File: src/rtl/framed_shiftregister.sv
// Parametrised shift register with frame tracking: loads a word, shifts WIDTH bits
// on peripheral strobes, then pulses frameDone and captures the received word.
module framed_shiftregister #(
    parameter int WIDTH     = 8,
    parameter bit LSB_FIRST = 1'b0
) (
    input  logic             clk,
    input  logic             resetN,
    input  logic             peripheralClkEdge,
    input  logic             parallelLoad,
    input  logic [WIDTH-1:0] parallelDataIn,
    input  logic             serialDataIn,
    output logic [WIDTH-1:0] parallelDataOut,
    output logic             serialDataOut,
    output logic             busy,
    output logic             frameDone,
    output logic [WIDTH-1:0] rxWord
);

    localparam int CW = $clog2(WIDTH);

    typedef enum logic {
        IDLE,
        SHIFT
    } state_t;

    state_t           state, stateNext;
    logic [WIDTH-1:0] shiftReg, shiftRegNext, shifted;
    logic [CW-1:0]    bitCount, bitCountNext;
    logic [WIDTH-1:0] rxWordNext;
    logic             frameDoneNext;

    always_comb begin
        if (LSB_FIRST) shifted = {serialDataIn, shiftReg[WIDTH-1:1]};
        else           shifted = {shiftReg[WIDTH-2:0], serialDataIn};
    end

    // Load always wins over a coincident strobe, in either state.
    always_comb begin
        stateNext     = state;
        shiftRegNext  = shiftReg;
        bitCountNext  = bitCount;
        rxWordNext    = rxWord;
        frameDoneNext = 1'b0;
        if (parallelLoad) begin
            shiftRegNext = parallelDataIn;
            bitCountNext = '0;
            stateNext    = SHIFT;
        end else if (peripheralClkEdge) begin
            shiftRegNext = shifted;
            if (state == SHIFT) begin
                if (bitCount == CW'(WIDTH - 1)) begin
                    rxWordNext    = shifted;
                    frameDoneNext = 1'b1;
                    bitCountNext  = '0;
                    stateNext     = IDLE;
                end else begin
                    bitCountNext = bitCount + CW'(1);
                end
            end
        end
    end

    always_ff @(posedge clk or negedge resetN) begin
        if (!resetN) begin
            state     <= IDLE;
            shiftReg  <= '0;
            bitCount  <= '0;
            rxWord    <= '0;
            frameDone <= 1'b0;
            busy      <= 1'b0;
        end else begin
            state     <= stateNext;
            shiftReg  <= shiftRegNext;
            bitCount  <= bitCountNext;
            rxWord    <= rxWordNext;
            frameDone <= frameDoneNext;
            busy      <= (stateNext == SHIFT);
        end
    end

    assign parallelDataOut = shiftReg;
    assign serialDataOut   = LSB_FIRST ? shiftReg[0] : shiftReg[WIDTH-1];

endmodule

File: config.mk
export PLATFORM = sky130hd
export DESIGN_NAME = framed_shiftregister
export DESIGN_NICKNAME = d
export VERILOG_FILES = /design/src/rtl/framed_shiftregister.sv
export SDC_FILE = /design/constraint.sdc
export NUM_CORES = 1
export LEC_CHECK = 0
export CORE_UTILIZATION = 44
export DETAILED_ROUTE_END_ITERATION = 8
export GPL_TIMING_DRIVEN = 0
export PLACE_DENSITY = 0.85
export SETUP_SLACK_MARGIN = 0.15
export SKIP_CTS_REPAIR_TIMING = 1
export SYNTH_ARGS = -nofsm -noshare
export SYNTH_HDL_FRONTEND = slang
export SYNTH_SLANG_ARGS = --single-unit
File: constraint.sdc
create_clock -name clk -period 1.9 [get_ports clk]
set_clock_uncertainty 0.15 [all_clocks]
set_input_delay 0.38 -clock clk [delete_from_list [all_inputs] [get_ports clk]]
set_output_delay 0.38 -clock clk [all_outputs]
set_load 0.01 [all_outputs]
Word level (Yosys, flattened, before mapping)
Index checks and enable logic that the tools add are counted.

Flip-flop bits (word level): 21. Bits in latches: 0. Memory bits (writable): 0. Bits in read-only memories: 0. Input port bits: 13. Output and inout port bits: 19. Logic and storage cells: 26. Memories kept: 0.

Add/sub/neg operators: 1. Multipliers: 0. Divide/modulo/power cells: 0. Order comparisons: 0. Eq/ne operators: 1. Shift-type cells: 0. Muxes and demuxes: 14. Bitwise gates (word level): 1. Reduce and logical (&&, ||, !) cells: 4.

Operators with widths (count): 8-bit two-way mux (2); 3-bit two-way mux (4); 1-bit two-way mux (8); 4-bit AND reduction (1); 2-bit nonzero test (2); 3-bit by 1-bit adder with 3-bit output (second input constant) (1); 3-bit == test (second input constant) (1); 2-bit AND reduction (1); 1-bit inverter (1).

Depth between registers and ports, before layout
Word-level depth: 5. Mapped depth: 4. Gate-level depth less buffers: 4.

Worst setup path before layout
No wires, ideal clock.

Kind: flip-flop to flip-flop. From: reg bitCount[0]. To: reg rxWord[0]. Library setup time: 0.125 ns. Arrival: 1.251 ns. Required time: 1.625 ns. Path slack: 0.375 ns. Stages on the path, launching flop included: 5. Path buffers: 0. Clock period less this slack: 1.525 ns. Path through: dfrtp_1 -> ha_1 -> ha_1 -> nand4b_4 -> mux2_2.

Longest elaborated chain between the ends: 2.

RTL lines: from (decl) (line 29) `logic [CW-1:0] bitCount, bitCountNext;`; from (signal assigned) (line 75) `bitCount <= bitCountNext;`; 3-bit == test (line 52) `if (bitCount == CW'(WIDTH - 1)) begin`; 4-bit AND reduction (no source line); to (signal assigned) (line 76) `rxWord <= rxWordNext;`; to (decl) (line 17) `output logic [WIDTH-1:0] rxWord`.

Every way passes these cells. A chain may end at the register's enable or synchronous reset.

Final worst setup path
From: reg frameDone. To: out frameDone.

RTL lines: from (decl) (line 16) `output logic frameDone,`; from (signal assigned) (line 77) `frameDone <= frameDoneNext;`.

No word-level cell between the ends.

==> metrics <==
Fmax=588 MHz; Critical Path Sink Type=output port; register bit count reported by yosys=21; Core ar.=1980 um2; outcome=finished, final reports clean; Post-Syn Area per Cell=12.7 um2; Die Area=2320 um2; antenna cells=0; layout cells sized above 1=22.8%; critical path required time=1.37 ns; crit path kind=reg2out; Initial Util=47.3%; final hold vios=0; Setup WS pre-CTS=0.127 ns; CP startpoint kind=flip-flop; RSZ-0062 raised after global routing=no; wirelength, routed=2080 um; slowest CP cell=clkdlybuf4s50_1; sequential area share after synthesis=56.1%; CTS clock-pin slew for the worst setup and hold paths=0.13 ns; GRT Total Usage=18.6%; wire length per cell=14.8 um; CP Max Fanout=1; CP max stage delay=0.52 ns; CTS tree=done; total power=0.874 mW; mapped cell area=937 um2; Area growth syn-to-layout=48.5%; initial antenna violation count=0; cell leakage power=0.881 nW; Nets=130; CP arrival=1.17 ns; Synth area leaders=dfrtp_1 (56%), mux2_2 (9.6%), mux2i_1 (8.5%); CTS Sinks=21; first-pass GRT wire length=2950 um; Final setup viols=0; Port-buffer cells=30; Bufs on Longest Clock Path=2; area leader, netlist=dfrtp_1; worst rel slew slack=38.6%; DRC=0; Least-Margin Pin Slew=0.918 ns; crit path time final=1.70 ns; vias in the first global route=663; number of DRC markers in iteration 0=12; H-Tree Depth=1; Synth top area share=56.1%; cell family with most CP delay=buffers and inverters; pin count of the biggest net entering global routing=22; Mapped Nets=89; critical path, cell by cell=clkdlybuf4s50_1; io pins=32; Die Y=48.2 um; Root Driver=clkbuf_4; HP Class=in2reg; FP Rows=16; post-route core utilization=70.2%; max-cap viol count=0; via count=707; Filler Cells Inserted=136; gpl congestion=0.671; Syn Inst Count=74; Vias per Instance=5.01; grt ovf=0; storage element area=526 um2; fin. max-slew vios=0; post-synth cell types=16; worst vdd ir=0.466 mV; post-detail-place hpwl=1410 um; TritonRoute pass-1 iters=4; Fin Setup TNS=0 ns; Die Width=48.2 um; Tcrit/Tclk final=89.5%; Critical path buffers and inverters=1; worst setup margin=0.199 ns; Ys Warns=0; area of the multi-input gates=367 um2; DRT antenna net count=0; cts bufs inserted=3; PwrDens=628 nW/um2; Clock Latency Late Sink=0.30 ns
-- flip-flops by register name, summed over array words and instances, names as in the netlist --
name	flops
bitCount	3
rxWord	8
parallelDataOut	8
state	1
frameDone	1
-- layout make-up --
class | count | share of cell area [%]
Clock inverter | 1 | 0.540
Timing Repair Buffer | 36 | 28.1
Clock buffer | 3 | 1.62
Tap cell | 27 | 2.43
Buffer | 6 | 2.97
Sequential cell | 21 | 37.8
Multi-Input combinational cell | 46 | 26.3
Inverter | 1 | 0.270
-- metrics by stage --
stage / hold WS (ns) / cell area [um2] / instances
floorplan: -0.0656 / 937 / 74
global placement: 0.336 / 1270 / 131
detailed placement: 0.345 / 1270 / 131
CTS: 0.236 / 1300 / 135
global route: 0.221 / 1390 / 141
finish: 0.237 / 1390 / 141
-- worst reg2reg max path: stages (launching register included) --
cell	delay, ns
dfrtp_1	0.42
ha_1	0.21
ha_1	0.24
nand4b_4	0.19
mux2_2	0.36
-- layer usage --
layer  GRT usage (%)  vias up  wire length [um]
met5               0        -                 0
met1            23.2      356               854
met3            4.44        2                68
li1                -      334                 -
met4            5.00        0                14
met2            32.3       15              1150
-- Yosys cell counts --
master and instances:
dfrtp_1 21, nand2_1 9, mux2_2 8, mux2i_1 8, o21ai_0 8, a21bo_2 3, a21oi_1 3, buf_4 3
clkbuf_1 2, ha_1 2, nand3_1 2, a21o_1 1, buf_6 1, inv_1 1, nand4b_4 1, nand4bb_1 1
-- placed cells by master (no fill, tap or decap) --
cell / instances
dfrtp_1: 21
dlymetal6s2s_1: 18
clkdlybuf4s50_1: 12
buf_4: 9
nand2_1: 9
mux2_2: 8
mux2i_1: 8
o21ai_0: 8
a21bo_2: 3
a21oi_1: 3
clkbuf_4: 3
nand3_1: 2
clkbuf_1: 2
ha_1: 2
buf_6: 1
nand4b_4: 1
inv_1: 1
a21o_1: 1
nand4bb_1: 1
clkinvlp_4: 1
-- report_power, final --
group / leakage [nW] / switching [mW] / internal, mW / total (mW)
registers: 0.272 / 0.0190 / 0.468 / 0.487
clock network: 0.0139 / 0.150 / 0.0800 / 0.230
logic: 0.594 / 0.0647 / 0.0921 / 0.157
total: 0.881 / 0.234 / 0.640 / 0.874
-- path summary, 6_finish.rpt --
check / slack (ns) / cells after the start / startpoint / end
setup / recovery: 0.20 / 1 / frameDone$_DFF_PN0_ / frameDone
hold / removal: 0.24 / 3 / peripheralClkEdge / bitCount[0]$_DFFE_PN0P_
setup reg to reg: 0.23 / 4 / bitCount[0]$_DFFE_PN0P_ / rxWord[6]$_DFFE_PN0P_
hold reg to reg: 0.37 / 1 / rxWord[3]$_DFFE_PN0P_ / rxWord[3]$_DFFE_PN0P_
max in group asynchronous: 0.62 / 1 / resetN / bitCount[2]$_DFFE_PN0P_
min in group asynchronous: 0.42 / 1 / resetN / parallelDataOut[0]$_DFFE_PN0P_
-- kinds of logic after synthesis --
logic type	share of synthesized area, %
adders and majority gates	2.67
muxes	18.2
AOI/OAI and AO/OA	9.88
buffers and inverters	4.81
DFF	56.1
and+or+nand+nor	8.41
(Power assumes the default switching activity.)
==> patch 1: new RTL, same flow settings <==
`WIDTH`: 8 -> 16.
--- a/src/rtl/framed_shiftregister.sv
+++ b/src/rtl/framed_shiftregister.sv
@@ -2,5 +2,5 @@
 // on peripheral strobes, then pulses frameDone and captures the received word.
 module framed_shiftregister #(
-    parameter int WIDTH     = 8,
+    parameter int WIDTH     = 16,
     parameter bit LSB_FIRST = 1'b0
 ) (
Interface: changed (resized parallelDataIn, parallelDataOut and rxWord); port bits go from 32 to 56. The function was not compared with the original's and may differ.
==> patch 1 against the unedited design <==
- setup slack got worse by 0.078 ns
- sequential power increased by 82%
- area after synthesis increased by 77%
- total power increased by 96%
- non-clock buffer count increased by 36
- sequential share of layout area decreased by 0.81 points
- cell area increased by 85%
- routed wire length increased by 94%
- first-iteration DRC count increased to 3.4 times the old value
- sequential cell count increased by 17
- critical endpoint is now rxWord[4]$_DFFE_PN0P_
==> patch 1: results (changes against the unedited design) <==
Outcome
  – Status: complete, no violations

Setup path
  – Critical-path top delay cell: dfrtp_1
  – FF-to-FF End: rxWord[4]$_DFFE_PN0P_
  – Worst-path maximum fanout: 9 (+8)
  – Register-to-register path setup slack: 0.12 ns (-0.11 ns)
  – Worst stage delay on the critical path: 0.43 ns (-0.09 ns)
  – RR Startpoint: bitCount[1]$_DFFE_PN0P_
  – Top delay family on crit path: flip-flops

Global routing
  – GRT Util Overall: 20.0% (+1.4 points)
  – Met2 GRT Util: 30.9% (-1.4 points)
  – First-pass GRT wire length: 6.04 mm (+100%)
  – Largest net degree at the start of global routing: 39 (+77%)
  – M1 GR Usage: 25.1% (+1.9 points)

Detailed routing
  – Met2 routed WL: 2.03 mm (+77%)
  – Via/cell ratio: 5.22 (+4.0%)
  – DRT met1 WL: 1.70 mm (+98%)
  – Drt first-iter violations: 41 (+29)
  – WL/cell: 15.8 um (+7.2%)

Timing
  – Hold WS: 0.0432 ns (-0.194 ns)
  – Slew of the pin with the lowest slew margin: 0.826 ns (-0.0926 ns)

Clock network
  – Clk root buf: clkbuf_8
  – Worst-path clk slew: 0.07 ns (-0.06 ns)

Placed design
  – Area of placed instances: 0.00226 sq mm (+78%)
  – Inst Count DP: 232 (+77%)
  – Dpl ws: -0.397 ns (-0.524 ns)

Min path
  – Min-delay worst type: in -> async

Synthesis
  – Sequential fraction of the synthesis area: 57.4% (+1.4 points)
  – Most common library cells after synthesis: dfrtp_1, nand2_1, o21ai_0, mux2i_1, mux2_4
  – Post-Synthesis Cells: 131 (+77%)
  – Syn nets: 153 (+72%)

Layout
  – Layout fillers: 236 (+74%)

Power and ir drop
  – Maximum vdd drop: 0.533 mV (+14%)
  – Leak: 1.46 nW (+66%)
[patch 1: cell types whose count changed in the layout (fill, tap and decap cells not counted), moves of 6 or more]
cell	delta
nand2_1	+10
buf_4	+6
dfrtp_1	+16
mux2i_1	+8
clkdlybuf4s50_1	+17
dlymetal6s2s_1	+7
clkbuf_8	+6
mux2_4	+9
o21ai_0	+9
[patch 1: power by group]
part	switching, W	leakage (nW)	total [W]	internal [W]
clock network	0.000269	0.0482	0.000561	0.000293
logic	0.000114	0.919	0.000259	0.000145
registers	0.0000416	0.495	0.000888	0.000847
[patch 1: cell families (layout without fill, tap and decap cells)]
family	Yosys count	count (layout)	share of synthesized area (%)
flops	38	38	57.4
mux	32	32	22.6
simple gates	29	29	8.54
compound gates	22	22	6.80
buf+inv	8	86	3.33
fa+ha+maj	1	1	0.756
xor+xnor	1	1	0.529
[patch 1: final cells by class]
type                    instances  area share [%]
clock inverters                 1           0.194
repair buffers                 70            29.1
clock buffers                   7            3.35
plain buffers                   8            2.33
well taps                      46            2.23
flip-flops and latches         38            37.0
multi-input cells              85            25.8
[patch 1: worst max-delay path by stage]
stage,from,end,slack [ns],depth (start not counted)
finish,bitCount[1]$_DFFE_PN0P_,rxWord[4]$_DFFE_PN0P_,0.12,6
global route,bitCount[1]$_DFFE_PN0P_,rxWord[4]$_DFFE_PN0P_,0.08,6
CTS,bitCount[0]$_DFFE_PN0P_,rxWord[12]$_DFFE_PN0P_,-0.15,5
detailed placement,peripheralClkEdge,rxWord[10]$_DFFE_PN0P_,-0.40,5
global placement,resetN,rxWord[0]$_DFFE_PN0P_,-0.53,1
floorplan,bitCount[0]$_DFFE_PN0P_,rxWord[10]$_DFFE_PN0P_,0.10,5
